<file path="src/rtl/lane_debounce_events_pkg.sv">
// Shared defaults for the lane debounce / event block.
package lane_debounce_events_pkg;

    localparam int unsigned LDE_WIDTH         = 4;
    localparam int unsigned LDE_STABLE_CYCLES = 8;

endpackage : lane_debounce_events_pkg

</file>
<file path="src/rtl/lane_debounce_cell.sv">
// Single-lane debouncer: accepts a new level after STABLE_CYCLES consecutive
// samples that differ from the current level, with one-cycle rise/fall pulses.
module lane_debounce_cell
    import lane_debounce_events_pkg::*;
#(
    parameter int unsigned STABLE_CYCLES = LDE_STABLE_CYCLES
) (
    input  logic clk,
    input  logic rst_n,
    input  logic din,
    output logic level,
    output logic rise,
    output logic fall
);

    localparam int unsigned CNT_W = $clog2(STABLE_CYCLES) + 1;
    localparam logic [CNT_W-1:0] CNT_MAX = CNT_W'(STABLE_CYCLES - 1);

    logic [CNT_W-1:0] cnt;

    // Stability counter; any sample equal to the current level restarts it.
    always_ff @(posedge clk or negedge rst_n) begin
        if (!rst_n) begin
            cnt   <= '0;
            level <= 1'b0;
            rise  <= 1'b0;
            fall  <= 1'b0;
        end else begin
            rise <= 1'b0;
            fall <= 1'b0;
            if (din == level) begin
                cnt <= '0;
            end else if (cnt == CNT_MAX) begin
                cnt   <= '0;
                level <= din;
                rise  <= din;
                fall  <= ~din;
            end else begin
                cnt <= cnt + CNT_W'(1);
            end
        end
    end

endmodule : lane_debounce_cell

</file>
<file path="src/rtl/lane_debounce_events.sv">
// Debounces WIDTH independent lanes and reports accepted level changes as
// pulses and as a coalesced event mask behind a valid/ready handshake.
module lane_debounce_events
    import lane_debounce_events_pkg::*;
#(
    parameter int unsigned WIDTH         = LDE_WIDTH,
    parameter int unsigned STABLE_CYCLES = LDE_STABLE_CYCLES
) (
    input  logic             clk,
    input  logic             rst_n,
    input  logic [WIDTH-1:0] in_data,
    output logic [WIDTH-1:0] stable_out,
    output logic [WIDTH-1:0] rise_pulse,
    output logic [WIDTH-1:0] fall_pulse,
    output logic             evt_valid,
    input  logic             evt_ready,
    output logic [WIDTH-1:0] evt_mask,
    output logic             evt_overflow
);

    logic [WIDTH-1:0] pend;
    logic [WIDTH-1:0] edges;
    logic             load;

    // One debouncer per lane.
    for (genvar i = 0; i < WIDTH; i++) begin : g_lane
        lane_debounce_cell #(
            .STABLE_CYCLES(STABLE_CYCLES)
        ) u_cell (
            .clk   (clk),
            .rst_n (rst_n),
            .din   (in_data[i]),
            .level (stable_out[i]),
            .rise  (rise_pulse[i]),
            .fall  (fall_pulse[i])
        );
    end

    assign edges = rise_pulse | fall_pulse;
    assign load  = ~evt_valid | evt_ready;

    // Event mask handshake: load pending plus fresh edges when the slot is free,
    // otherwise accumulate into pend and flag a lane that changes twice.
    always_ff @(posedge clk or negedge rst_n) begin
        if (!rst_n) begin
            evt_valid    <= 1'b0;
            evt_mask     <= '0;
            pend         <= '0;
            evt_overflow <= 1'b0;
        end else if (load) begin
            evt_mask  <= pend | edges;
            evt_valid <= |(pend | edges);
            pend      <= '0;
        end else begin
            pend <= pend | edges;
            if (|(pend & edges)) begin
                evt_overflow <= 1'b1;
            end
        end
    end

endmodule : lane_debounce_events

</file>
<file path="config.mk">
export PLATFORM = sky130hd
export DESIGN_NAME = lane_debounce_events
export DESIGN_NICKNAME = d
export VERILOG_FILES = /design/src/rtl/lane_debounce_events_pkg.sv /design/src/rtl/lane_debounce_cell.sv /design/src/rtl/lane_debounce_events.sv
export SDC_FILE = /design/constraint.sdc
export NUM_CORES = 1
export LEC_CHECK = 0
export ABC_AREA = 1
export BUFFER_PORTS_ARGS = -buffer_cell sky130_fd_sc_hd__buf_2
export CORE_ASPECT_RATIO = 1.4
export CORE_MARGIN = 10
export CORE_UTILIZATION = 45
export DETAILED_ROUTE_END_ITERATION = 10
export HOLD_SLACK_MARGIN = 0.12
export PLACE_DENSITY = 0.65
export SYNTH_ARGS = -nofsm -noshare
export SYNTH_HDL_FRONTEND = slang
export SYNTH_SLANG_ARGS = --single-unit
</file>
<file path="constraint.sdc">
create_clock -name clk -period 1.6 [get_ports clk]
set_clock_uncertainty 0.15 [all_clocks]
set_input_delay 0 -clock clk [delete_from_list [all_inputs] [get_ports clk]]
set_output_delay 0 -clock clk [all_outputs]
set_load 0.02 [all_outputs]
</file>
==> metrics.yaml <==
dp_slack_ns: 0.202
fin_setup_tns_ns: 0
cts-root-buf: "clkbuf_8"
max_slew_margin_pct: 68.9
firstDrtPassIters: 4
endpoint_kind: "flop"
tightest_slew_ns: 0.467
grt_max_degree: 21
fmax_mhz: 702
portBuffers: 24
synth_top_family_by_area: "simple AND/OR/NAND/NOR gates"
dieHeight_um: 91.7
postCtsSetupRepairBufs: 0
vias: 1151
overflow: 0
syn_area_per_cell_sq_um: 9.03
drtIter0Drc: 49
synthMuxAreaShare_pct: 0
ys_ff_latch: 38
met3_usage_pct: 3.99
die_w_um: 71.2
yosysTopAreaCellShare_pct: 57.5
grt_antenna_before_repair: 0
fp-row-count: 26
ys_seq_area_share_pct: 57.5
fin_ws_ns: 0.176
finalInstanceArea_sq_um: 1920
worstPathArrival_ns: 1.45
status: "finished, final reports clean"
num_antenna_cells: 0
synthTopCellsByArea: "dfrtp_1 (58%), nor2_1 (9.8%), inv_1 (5.9%)"
powerDensity_nw_per_um2: 1280
yosysWarnings: 0
finalNetCount: 222
crit_type: "flop to flop"
cap_violations: 0
cts_resized: 0
synthAdderAreaFrac_pct: 3.03
coreArea_sq_um: 3610
setup_viol: 0
hold_violations: 0
clockBufferDepth: 2
synth_simple_gate_area_share_pct: 22.9
grt_usage_pct: 8.97
wl_per_cell_um: 10.8
wirelength_um: 2710
placed_area_sq_um: 1760
clk_latency_ns: 0.28
path_clk_slew_ns: 0.07
vdd_ir_drop_max_mv: 0.734
use_met2_pct: 14.7
worstPathRequired_ns: 1.62
worst-r2r-cell-count: 5
htreeDepth: 2
drtAntennaViolNets: 0
fillers: 354
drive_above_1_share_pct: 17.1
finalMaxSlewViolations: 0
grt_pass1_vias: 1148
worst-path-max-fanout: 4
synth_cell_types: 17
final_common_cell: "nor2_1"
min_period_ns: 1.42
die_area_sq_um: 6530
synth_xor_xnor_area_share_pct: 2.12
initial_utilization_pct: 45.8
place.gp.congestion: 0.751
syn_to_final_growth_pct: 15.9
syn_area_sq_um: 1650
drc: 0
cts_tree: "done"
hold_class: "flop to flop"
rsz0062_at_grt: "false"
hold_depth: 1
dp_hpwl_um: 2100
cts_made_buffers: 5
layout_common_cells: "nor2_1 (43), dfrtp_1 (38), inv_1 (26), nand2_1 (24), buf_2 (24)"
cts.sinks: 38
crit_path_start_kind: "flop"
use_met1_pct: 9.52
viasPerCell: 4.57
p_leak_nw: 0.974
hold_buffers: 7
fin_crit_sh_pct: 89.0
grt_pass1_wl_um: 4840
synth_compound_area_share_pct: 3.03
yosysTopAreaCell: "dfrtp_1"
pin_count: 25
syn_inst: 183
synth_fp_nets: 194
busiest_layer: "met2"
per-layer routing:
layer / vias to the layer above / routed length [um]
met2: 24 / 1310
met4: 0 / 36
met5: - / 0
met3: 4 / 182
met1: 523 / 1180
li1: 600 / -
path summary, 6_finish.rpt:
check | from | to | slack (ns)
worst min register to register | g_lane[2].u_cell.cnt[0] | g_lane[2].u_cell.cnt[0] | 0.30
worst max register to register | g_lane[1].u_cell.cnt[0] | g_lane[1].u_cell.cnt[0] | 0.18
worst max-delay path | g_lane[1].u_cell.cnt[0] | g_lane[1].u_cell.cnt[0] | 0.18
worst min-delay path | g_lane[2].u_cell.cnt[0] | g_lane[2].u_cell.cnt[0] | 0.30
max in group asynchronous | rst_n | g_lane[2].u_cell.cnt[1] | 0.26
min in group asynchronous | rst_n | evt_overflow | 0.58
power breakdown:
| group | internal [mW] | leakage [nW] | switching, mW |
|---|---|---|---|
| Sequential | 1.12 | 0.500 | 0.119 |
| Clock | 0.332 | 0.0431 | 0.301 |
| Combinational | 0.227 | 0.431 | 0.347 |
kinds of logic after synthesis:
group | after synthesis
and+or+nand+nor | 89
buffers and inverters | 38
DFF | 38
AOI/OAI and AO/OA | 10
xor gates and xnor gates | 4
adders and majority gates | 4
final cells by class:
class | count | area, sq um | area share [%]
well taps | 42 | 52.6 | 2.74
multi-input cells | 107 | 514 | 26.8
inverters | 26 | 97.6 | 5.09
flip-flops and latches | 38 | 951 | 49.6
clock buffers | 6 | 82.6 | 4.31
repair buffers | 33 | 218 | 11.4
flip-flops by register name, indices dropped and copies added, names as in the netlist:
register,flops
pend,4
evt_mask,4
g_lane.u_cell.cnt,16
evt_overflow,1
g_lane.u_cell.rise,4
g_lane.u_cell.fall,4
evt_valid,1
g_lane.u_cell.level,4
cells in the mapped netlist:
cell type / number
nor2_4: 1
nand4_1: 1
a21oi_1: 4
o21ai_0: 6
dfrtp_1: 38
or2_1: 3
nor2_1: 43
nand2_1: 24
nor3b_1: 1
ha_1: 4
xor2_1: 3
inv_1: 26
nor2_2: 3
nor3_1: 8
xnor2_1: 1
nand3_1: 5
buf_4: 12
worst max-delay path, stage by stage (launching register included):
cell and delay (ns):
dfrtp_1 0.37, ha_1 0.17, inv_1 0.05, nor3_1 0.36
or2_1 0.18, nor2_1 0.04
stage by stage:
| step | hold slack (ns) | power, mW | util (%) | cells |
|---|---|---|---|---|
| 2_1_floorplan | -0.446 | 1.71 | - | 183 |
| 3_3_place_gp | -0.177 | 1.83 | 48.8 | 239 |
| 3_5_place_dp | -0.167 | 1.84 | 48.8 | 239 |
| 4_1_cts | 0.292 | 2.50 | 53.0 | 252 |
| 5_1_grt | 0.330 | 2.63 | 53.0 | 252 |
| 6_report | 0.304 | 2.45 | 53.0 | 252 |
(Power assumes the default switching activity.)
